`src/rtl/mem_port_arbiter.sv`:
```
// mem_port_arbiter: shares one single-port synchronous memory between
// instruction fetch and load/store. Data requests win arbitration unless
// fetch has lost STARVE_LIM consecutive contested rounds.
// Ports: clk, rst (async, active high); fetch side if_req/if_addr ->
// if_rdata/if_valid; data side d_req/d_we/d_addr/d_wdata/d_be ->
// d_rdata/d_valid; memory side mem_en/mem_we/mem_addr/mem_wdata/mem_be
// with mem_rdata valid MEM_LAT cycles after a read strobe; stall to core.
module mem_port_arbiter #(
  parameter int MEM_LAT    = 1,
  parameter int STARVE_LIM = 4
) (
  input  logic        clk,
  input  logic        rst,
  input  logic        if_req,
  input  logic [31:0] if_addr,
  output logic [31:0] if_rdata,
  output logic        if_valid,
  input  logic        d_req,
  input  logic        d_we,
  input  logic [31:0] d_addr,
  input  logic [31:0] d_wdata,
  input  logic [3:0]  d_be,
  output logic [31:0] d_rdata,
  output logic        d_valid,
  output logic        mem_en,
  output logic        mem_we,
  output logic [31:0] mem_addr,
  output logic [31:0] mem_wdata,
  output logic [3:0]  mem_be,
  input  logic [31:0] mem_rdata,
  output logic        stall
);

  typedef enum logic [1:0] {
    IDLE,
    ISSUE,
    WAIT,
    RESP
  } state_t;

  localparam logic [2:0] LAT = 3'(MEM_LAT);
  localparam logic [3:0] LIM = 4'(STARVE_LIM);

  state_t     state;
  state_t     state_n;
  logic [3:0] starve_cnt;
  logic [2:0] wait_cnt;
  logic       owner_d;
  logic       grant_d;
  logic       grant_f;

  assign stall = (if_req & ~if_valid) | (d_req & ~d_valid);

  always_comb begin
    state_n = state;
    grant_d = 1'b0;
    grant_f = 1'b0;
    unique case (state)
      IDLE: begin
        grant_d = d_req & ~(if_req & (starve_cnt >= LIM));
        grant_f = if_req & ~grant_d;
        if (grant_d | grant_f) state_n = ISSUE;
      end
      ISSUE: state_n = mem_we ? RESP : WAIT;
      WAIT: if (wait_cnt == 3'd1) state_n = RESP;
      RESP: state_n = IDLE;
      default: state_n = IDLE;
    endcase
  end

  always_ff @(posedge clk or posedge rst) begin
    if (rst) state <= IDLE;
    else     state <= state_n;
  end

  // Counts contested rounds lost by fetch; any fetch win clears it.
  always_ff @(posedge clk or posedge rst) begin
    if (rst) begin
      starve_cnt <= '0;
    end else if (grant_f) begin
      starve_cnt <= '0;
    end else if (grant_d & if_req & (starve_cnt != 4'hF)) begin
      starve_cnt <= starve_cnt + 4'd1;
    end
  end

  // The mem_* registers double as the latched transaction, so they
  // naturally hold their values through WAIT.
  always_ff @(posedge clk or posedge rst) begin
    if (rst) begin
      owner_d   <= 1'b0;
      wait_cnt  <= '0;
      mem_en    <= 1'b0;
      mem_we    <= 1'b0;
      mem_addr  <= '0;
      mem_wdata <= '0;
      mem_be    <= '0;
      if_rdata  <= '0;
      d_rdata   <= '0;
      if_valid  <= 1'b0;
      d_valid   <= 1'b0;
    end else begin
      if_valid <= 1'b0;
      d_valid  <= 1'b0;
      unique case (state)
        IDLE: begin
          if (grant_d) begin
            owner_d   <= 1'b1;
            mem_en    <= 1'b1;
            mem_we    <= d_we;
            mem_addr  <= d_addr & ~32'h3;
            mem_wdata <= d_wdata;
            mem_be    <= d_be;
          end else if (grant_f) begin
            owner_d   <= 1'b0;
            mem_en    <= 1'b1;
            mem_we    <= 1'b0;
            mem_addr  <= if_addr & ~32'h3;
            mem_wdata <= '0;
            mem_be    <= 4'hF;
          end
        end
        ISSUE: begin
          mem_en   <= 1'b0;
          wait_cnt <= LAT;
          if (mem_we) begin
            d_valid  <= owner_d;
            if_valid <= ~owner_d;
          end
        end
        WAIT: begin
          wait_cnt <= wait_cnt - 3'd1;
          if (wait_cnt == 3'd1) begin
            if (owner_d) d_rdata  <= mem_rdata;
            else         if_rdata <= mem_rdata;
            d_valid  <= owner_d;
            if_valid <= ~owner_d;
          end
        end
        RESP: begin
        end
        default: begin
        end
      endcase
    end
  end

endmodule

```
`config.mk`:
```
export PLATFORM = sky130hd
export DESIGN_NAME = mem_port_arbiter
export DESIGN_NICKNAME = d
export VERILOG_FILES = /design/src/rtl/mem_port_arbiter.sv
export SDC_FILE = /design/constraint.sdc
export NUM_CORES = 1
export LEC_CHECK = 0
export BUFFER_PORTS_ARGS = -buffer_cell sky130_fd_sc_hd__buf_2
export CORE_MARGIN = 2
export CORE_UTILIZATION = 47
export DETAILED_ROUTE_END_ITERATION = 10
export PLACE_DENSITY_LB_ADDON = 0.15
export SLEW_MARGIN = 10
export SYNTH_ARGS = -nofsm -noshare
export SYNTH_HDL_FRONTEND = slang
export SYNTH_SLANG_ARGS = --single-unit
```
`constraint.sdc`:
```
create_clock -name clk -period 7.1 [get_ports clk]
set_clock_uncertainty 0.05 [all_clocks]
set_input_delay 0.71 -clock clk [delete_from_list [all_inputs] [get_ports clk]]
set_output_delay 0.71 -clock clk [all_outputs]
set_load 0.02 [all_outputs]
```
==> results of run 1 <==
-- placed cells by master (no fill, tap or decap), types with 6 or more instances in the layout --
cell type	synthesis	final
sky130_fd_sc_hd__o221a_2	27	27
sky130_fd_sc_hd__nand2_1	7	7
sky130_fd_sc_hd__buf_2	5	267
sky130_fd_sc_hd__ha_1	6	6
sky130_fd_sc_hd__mux2_4	30	30
sky130_fd_sc_hd__nand2b_1	31	31
sky130_fd_sc_hd__clkbuf_16	0	17
sky130_fd_sc_hd__a22o_1	34	34
sky130_fd_sc_hd__inv_1	10	9
sky130_fd_sc_hd__o21ai_0	6	6
sky130_fd_sc_hd__dfrtp_1	144	144
sky130_fd_sc_hd__mux2_2	35	35
-- kinds of logic after synthesis --
| family | share of synthesized area, % |
|---|---|
| flops | 60.98 |
| compound gates | 13.23 |
| mux | 14.63 |
| simple gates | 5.400 |
| buf+inv | 4.425 |
| fa+ha+maj | 1.270 |
| other cells | 0.06346 |
-- power by group through the flow --
stage,sequential [mW],combinational [mW],clock [mW]
6_report,1.42,1.87,0.823
5_1_grt,1.47,2.00,0.878
4_1_cts,1.42,1.89,0.837
3_5_place_dp,1.42,1.89,0
3_3_place_gp,1.41,1.84,0
2_1_floorplan,1.86,0.874,0
-- state kept, by name, summed over array words and instances, names as in the netlist --
signal,count
mem_addr,30
mem_wdata,32
owner_d,1
wait_cnt,3
state,2
mem_en,1
d_rdata,32
mem_be,4
d_valid,1
starve_cnt,4
mem_we,1
if_rdata,32
if_valid,1
-- metal layers --
| metal | part of all wire (%) | up-vias | wire length [um] |
|---|---|---|---|
| met5 | 0 | - | 0 |
| met4 | 2.2 | 0 | 328 |
| met3 | 7.2 | 25 | 1052 |
| met2 | 49 | 188 | 7096 |
| met1 | 42 | 2150 | 6139 |
| li1 | - | 1982 | - |
-- per-stage QoR --
| step | instance area (um2) | hold WS, ps | setup slack (ps) |
|---|---|---|---|
| 3_5_place_dp | 7286 | 405.9 | 4574 |
| 2_1_floorplan | 5913 | 375.4 | 2474 |
| 3_3_place_gp | 7286 | 387.3 | 4650 |
| 5_1_grt | 7831 | 430.3 | 4368 |
| 6_report | 7831 | 359.6 | 4566 |
| 4_1_cts | 7829 | 402.5 | 4568 |
-- synth_stat cells, types with 2 or more instances --
cell type                  number  area (um2)
sky130_fd_sc_hd__buf_12         3       60.06
sky130_fd_sc_hd__a22o_1        34       297.8
sky130_fd_sc_hd__mux2_4        30       450.4
sky130_fd_sc_hd__nor2_1         2       7.510
sky130_fd_sc_hd__o21ai_0        6       30.03
sky130_fd_sc_hd__inv_1         10       37.54
sky130_fd_sc_hd__o22ai_1        2       12.51
sky130_fd_sc_hd__buf_6          4       45.04
sky130_fd_sc_hd__mux2_2        35       394.1
sky130_fd_sc_hd__buf_4          9       67.56
sky130_fd_sc_hd__nand2_1        7       26.28
sky130_fd_sc_hd__o221a_2       27       304.0
sky130_fd_sc_hd__dfrtp_1      144        3603
sky130_fd_sc_hd__nor3_1         2       10.01
sky130_fd_sc_hd__clkbuf_1       7       26.28
sky130_fd_sc_hd__buf_2          5       25.02
sky130_fd_sc_hd__o221a_1        3       33.78
sky130_fd_sc_hd__nand3_1        3       15.01
sky130_fd_sc_hd__ha_1           6       75.07
sky130_fd_sc_hd__o22a_1         4       35.03
sky130_fd_sc_hd__nand2b_1      31       193.9
sky130_fd_sc_hd__mux2i_1        2       20.02
-- worst max-delay path: stages (launching register included) --
cell and delay [ps]:
sky130_fd_sc_hd__dfrtp_1 410, sky130_fd_sc_hd__inv_1 130, sky130_fd_sc_hd__ha_1 480, sky130_fd_sc_hd__nand3_1 610, sky130_fd_sc_hd__buf_4 430, sky130_fd_sc_hd__o221a_2 290
-- layout make-up --
| class | count | area [um2] |
|---|---|---|
| fill | 957 | 4330 |
| sequential | 144 | 3603 |
| multi-input combinational | 213 | 2056 |
| timing repair buffer | 272 | 1374 |
| clock buffer | 25 | 485.5 |
| tap | 168 | 210.2 |
| clock inverter | 6 | 57.56 |
| inverter | 10 | 42.54 |
| antenna | 1 | 2.502 |
-- final timing paths --
kind	endpoint	slack (ps)
min reg2reg	if_valid$_DFF_PP0_	410
max	mem_addr[12]$_DFFE_PP0P_	4570
max in group asynchronous	if_rdata[16]$_DFFE_PP0P_	5370
min	if_rdata[24]$_DFFE_PP0P_	360
min in group clk	if_valid$_DFF_PP0_	410
max reg2reg	mem_addr[12]$_DFFE_PP0P_	4570
==> summary.txt, run 1 <==
Logic synthesis
  – Library cells used by synthesis: 40
  – Number of enable-type register cells in the synthesized netlist: 0
  – Synthesized flop and latch total: 144
  – Fraction of the yosys area taken by sequential cells: 60.98%
  – Yosys warns: 0
  – Per-instance average area after synthesis: 15.00 um2
  – Gate Count Post-Synth: 394
  – Proportion of register bits with asynchronous set or reset after synthesis: 100.0%
  – Total standard cell area after synthesis: 5909 um2
  – Flip-flop cell with the highest count after synthesis: sky130_fd_sc_hd__dfrtp_1

STA
  – Achievable clock frequency: 0.3947 GHz
  – Portion of the clock cycle consumed by the worst path in the final layout: 35.68%
  – Actual slew at the worst max-slew pin: 736.1 ps
  – Count of final max-slew check failures: 0
  – Period minus WS final: 2534 ps
  – Headroom to the max-slew limit: 50.93%
  – RSZ-0062 raised after global routing: no
  – Final number of setup-violating endpoints: 0
  – Final setup TNS: 0 ps
  – Final hold vios: 0

Clock tree
  – CTS Root Buffer Type: sky130_fd_sc_hd__clkbuf_16
  – CTS tree: yes
  – CTS H-tree lvls: 4
  – Cells resized by post-CTS repair: 0
  – Number of CTS-inserted buffers: 17
  – CTS max path bufs: 2
  – Sink count of the clock tree: 144
  – Clk slew on worst S/H paths: 60 ps
  – Number of buffers added to fix hold violations after cts: 0
  – Worst skew pair latency: 410 ps
  – Count of buffers added by post-CTS timing repair for setup: 0

Finish
  – Number of nets in the finished design: 801
  – Area growth from synthesis to layout: 32.52%
  – Layout cell share with drive strength beyond 1: 58.96%
  – Final Util: 64.39%
  – Final non-filler cell total: 839

Drt
  – Number of nets with antenna violations after detailed routing: 0
  – First-pass DRT Iterations: 4
  – Residual DRC count: 0
  – Final routed wirelength across all metal layers: 14.62 mm
  – Via total after detailed routing: 4345
  – Drt via density: 5.179
  – Iter 0 DRT Violations: 266
  – Routed wirelength normalized by instance count: 17.42 um

Place
  – Dpl cells: 807
  – Buffers added on ports: 267
  – Half-perimeter wire length after placement: 10.40 mm
  – Final RePlAce weighted congestion: 0.7657

Floorplanning
  – Horizontal die dimension: 116.1 um
  – Ports placed on the boundary: 274
  – Die area: 13490 um2
  – DIE HEIGHT: 116.1 um
  – Effective utilization at floorplan: 48.59%
  – Core ar.: 12160 um2
  – Std-Cell Rows: 40

Power and ir drop
  – Net switching power of the design: 1.561 mW
  – Leakage power: 3.941 nW
  – Sum of internal, switching and leakage power: 4.113 mW
  – P per Cell Area: 525.2 nW/um2
  – Fraction of power spent switching nets: 37.95%
  – Largest vdd supply drop: 0.2341 mV
  – Sequential Power Share: 34.6%
  – Part of the total power dissipated in the clock network: 20.0%
  – Combinational fraction of design power: 45.4%
  – Cell-internal power: 2.552 mW

Global route
  – Most used routing layer: met2
  – Met3 routing resource usage after global routing: 6.746%
  – Wire length of the first global-routing pass: 22.63 mm
  – Met2 usage in global routing: 35.79%
  – Final global-route overflow total: 0
  – Largest net degree at the start of global routing: 84
  – Initial antenna violation count: 1
  – Global-route usage over all layers: 22.07%
  – Met1 global-route usage: 27.38%
  – Vias in the first global route: 4468

Hold path
  – Path category of the worst min-delay check: in2async

Worst setup path
  – Cells on worst reg2reg path: 5
  – Worst endpoint data arrival time: 2780 ps
  – Required time of the critical path: 7340 ps
  – Critical-path maximum fanout: 20
  – Worst setup path class: reg2reg
  – Worst setup EP type: flop
  – Critical path launch point: state[0]$_DFFE_PP0P_
  – R2R Path Start: state[0]$_DFFE_PP0P_
  – Element type at the critical path start: flop

Flow run
  – Number of max-capacitance violations reported: 0

Status
  – Result of the run: finished clean
(Power assumes the default switching activity.)
==> run 2, diff against run 1 <==
Clock period 7.1 ns to 2.4 ns, I/O delays scaled along.
==> summary.txt, run 2 (synthesis results as in run 1) <==
Status
  – Result of the run: finished with violations
  – Failing checks: negative hold slack

Drt
  – Residual DRC count: 0 (unchanged)
  – First-pass DRT Iterations: 4 (unchanged)
  – Via total after detailed routing: 4535 (+4.4%)
  – Routed wirelength normalized by instance count: 16.63 um (-4.6%)
  – Iter 0 DRT Violations: 258 (-3.0%)
  – Final routed wirelength across all metal layers: 14.76 mm (+1.0%)
  – Number of nets with antenna violations after detailed routing: 0 (unchanged)
  – Drt via density: 5.107 (-1.4%)

Clock tree
  – Number of buffers added to fix hold violations after cts: 44 (+44)
  – Cells resized by post-CTS repair: 0 (unchanged)
  – Sink count of the clock tree: 144 (unchanged)
  – Worst skew pair latency: 420 ps (about the same)
  – Clk slew on worst S/H paths: 60 ps (about the same)
  – CTS max path bufs: 2 (unchanged)
  – Count of buffers added by post-CTS timing repair for setup: 0 (unchanged)
  – CTS H-tree lvls: 4 (unchanged)
  – CTS tree: yes
  – Number of CTS-inserted buffers: 17 (unchanged)
  – CTS Root Buffer Type: sky130_fd_sc_hd__clkbuf_16

Place
  – Buffers added on ports: 267 (unchanged)
  – Placed cell area: 7377 um2 (+1.3%)
  – Final RePlAce weighted congestion: 0.8040 (+5.0%)
  – Post-placement setup slack: 281.8 ps (-4292 ps)
  – Dpl cells: 811 (+0.50%)
  – Half-perimeter wire length after placement: 10.26 mm (-1.4%)

STA
  – Portion of the clock cycle consumed by the worst path in the final layout: 88.40% (+53 points)
  – Final hold vios: 3 (+3)
  – Post-layout worst setup margin: 278.3 ps (-4288 ps)
  – Achievable clock frequency: 0.4713 GHz (+19%)
  – Headroom to the max-slew limit: 39.01% (-12 points)
  – Final setup TNS: 0 ps (unchanged)
  – Final number of setup-violating endpoints: 0 (unchanged)
  – Count of final max-slew check failures: 0 (unchanged)
  – Period minus WS final: 2122 ps (-411.8 ps)
  – Worst hold slack: -0.7996 ps (-360.4 ps)
  – Actual slew at the worst max-slew pin: 911.4 ps (+175.3 ps)
  – RSZ-0062 raised after global routing: no

Power and ir drop
  – P per Cell Area: 1487 nW/um2 (+180%)
  – Leakage power: 4.203 nW (+6.6%)
  – Largest vdd supply drop: 0.6922 mV (+200%)

Finish
  – Layout fillers: 854 (-11%)
  – Area of combinational cells with multiple inputs: 2056 um2 (unchanged)
  – Final instance area: 8434 um2 (+7.7%)
  – Final Util: 69.35% (+5.0 points)
  – # diodes: 0 (-1)
  – Final non-filler cell total: 888 (+5.8%)
  – Most frequent cells in the layout: sky130_fd_sc_hd__buf_2 (267), sky130_fd_sc_hd__dfrtp_1 (144), sky130_fd_sc_hd__dlygate4sd3_1 (45)
  – Sequential cell area: 3603 um2 (unchanged)
  – Layout cell share with drive strength beyond 1: 56.11% (-2.8 points)
  – Area growth from synthesis to layout: 42.73%
  – Number of nets in the finished design: 850 (+6.1%)
  – Leading cell type in the layout, fill and taps excluded: sky130_fd_sc_hd__buf_2
  – Biggest registers after layout: d_rdata x32, if_rdata x32, mem_wdata x32

Global route
  – Wire length of the first global-routing pass: 22.83 mm (+0.88%)
  – Global-route usage over all layers: 22.24% (+0.16 points)
  – Initial antenna violation count: 0 (-1)
  – Final global-route overflow total: 0 (unchanged)
  – Vias in the first global route: 4685 (+4.9%)
  – Largest net degree at the start of global routing: 145 (+73%)

Worst setup path
  – Worst endpoint data arrival time: 2380 ps (-400 ps)
  – Worst setup path class: reg2reg
  – Element type at the critical path start: flop
  – Required time of the critical path: 2650 ps (-4690 ps)
  – Worst setup EP type: flop
  – Critical-path maximum fanout: 11 (-45%)

Floorplanning
  – Horizontal die dimension: 116.1 um (unchanged)
  – Ports placed on the boundary: 274 (unchanged)
  – Effective utilization at floorplan: 48.59% (unchanged)
  – DIE HEIGHT: 116.1 um (unchanged)
  – Core ar.: 12160 um2 (unchanged)
  – Die area: 13490 um2 (unchanged)
  – Std-Cell Rows: 40 (unchanged)

Hold path
  – Path category of the worst min-delay check: in2async

Flow run
  – Number of max-capacitance violations reported: 0 (unchanged)
## run 2: changes by cell type in the layout (fill, tap and decap cells not counted), sizes merged
cell         previous run  this run
bufinv                  1         3
clkinv                  4         7
buf                   272       276
dlygate4sd3             0        45
clkbuf                 25        21
clkinvlp                1         2
diode                   1         0
inv                    10         9
## run 2: metrics by stage
stage | hold WS (ps) | power (mW)
6_report | -0.7996 | 12.55
5_1_grt | 3.504 | 13.27
4_1_cts | 0.8655 | 12.66
3_5_place_dp | 398.2 | 9.883
3_3_place_gp | 393.3 | 9.713
2_1_floorplan | 329.7 | 8.100
## run 2: area by class of cell
cell class,instances,area share [%]
clock buffers,21,5.578
clock inverters,11,1.617
inverters,10,0.4895
multi-input cells,213,24.37
flip-flops and latches,144,42.72
well taps,168,2.492
repair buffers,321,22.73
## run 2: power by group
part	switching [mW]	internal (mW)
Combinational	3.06	2.60
Clock	0.964	1.71
Sequential	0.620	3.60
## run 2: worst paths after layout
path	depth (start not counted)	slack, ps	startpoint	end
worst max-delay path	6	280	state[0]$_DFFE_PP0P_	if_rdata[17]$_DFFE_PP0P_
worst min-delay path	3	-0.8	rst	mem_wdata[25]$_DFFE_PP0P_
worst max register to register	6	280	state[0]$_DFFE_PP0P_	if_rdata[17]$_DFFE_PP0P_
worst min register to register	1	400	owner_d$_DFFE_PP0P_	if_valid$_DFF_PP0_
max in group asynchronous	3	1770	rst	owner_d$_DFFE_PP0P_
min in group clk	2	20	mem_rdata[28]	if_rdata[28]$_DFFE_PP0P_
## run 2: layer usage
layer	up-vias	track usage (%)	part of all wire [%]	routed length (um)
met1	2220	26.30	40	5868
met3	30	6.954	7.7	1133
li1	2074	-	-	-
met5	-	0	0	0
met4	0	9.524	2.5	372
met2	211	37.70	50	7388
## run 2: critical path: stages (launching register included)
cell,delay (ps)
sky130_fd_sc_hd__dfrtp_1,410
sky130_fd_sc_hd__inv_1,130
sky130_fd_sc_hd__ha_1,300
sky130_fd_sc_hd__and3b_1,240
sky130_fd_sc_hd__and2_4,300
sky130_fd_sc_hd__buf_4,250
sky130_fd_sc_hd__mux2_4,320
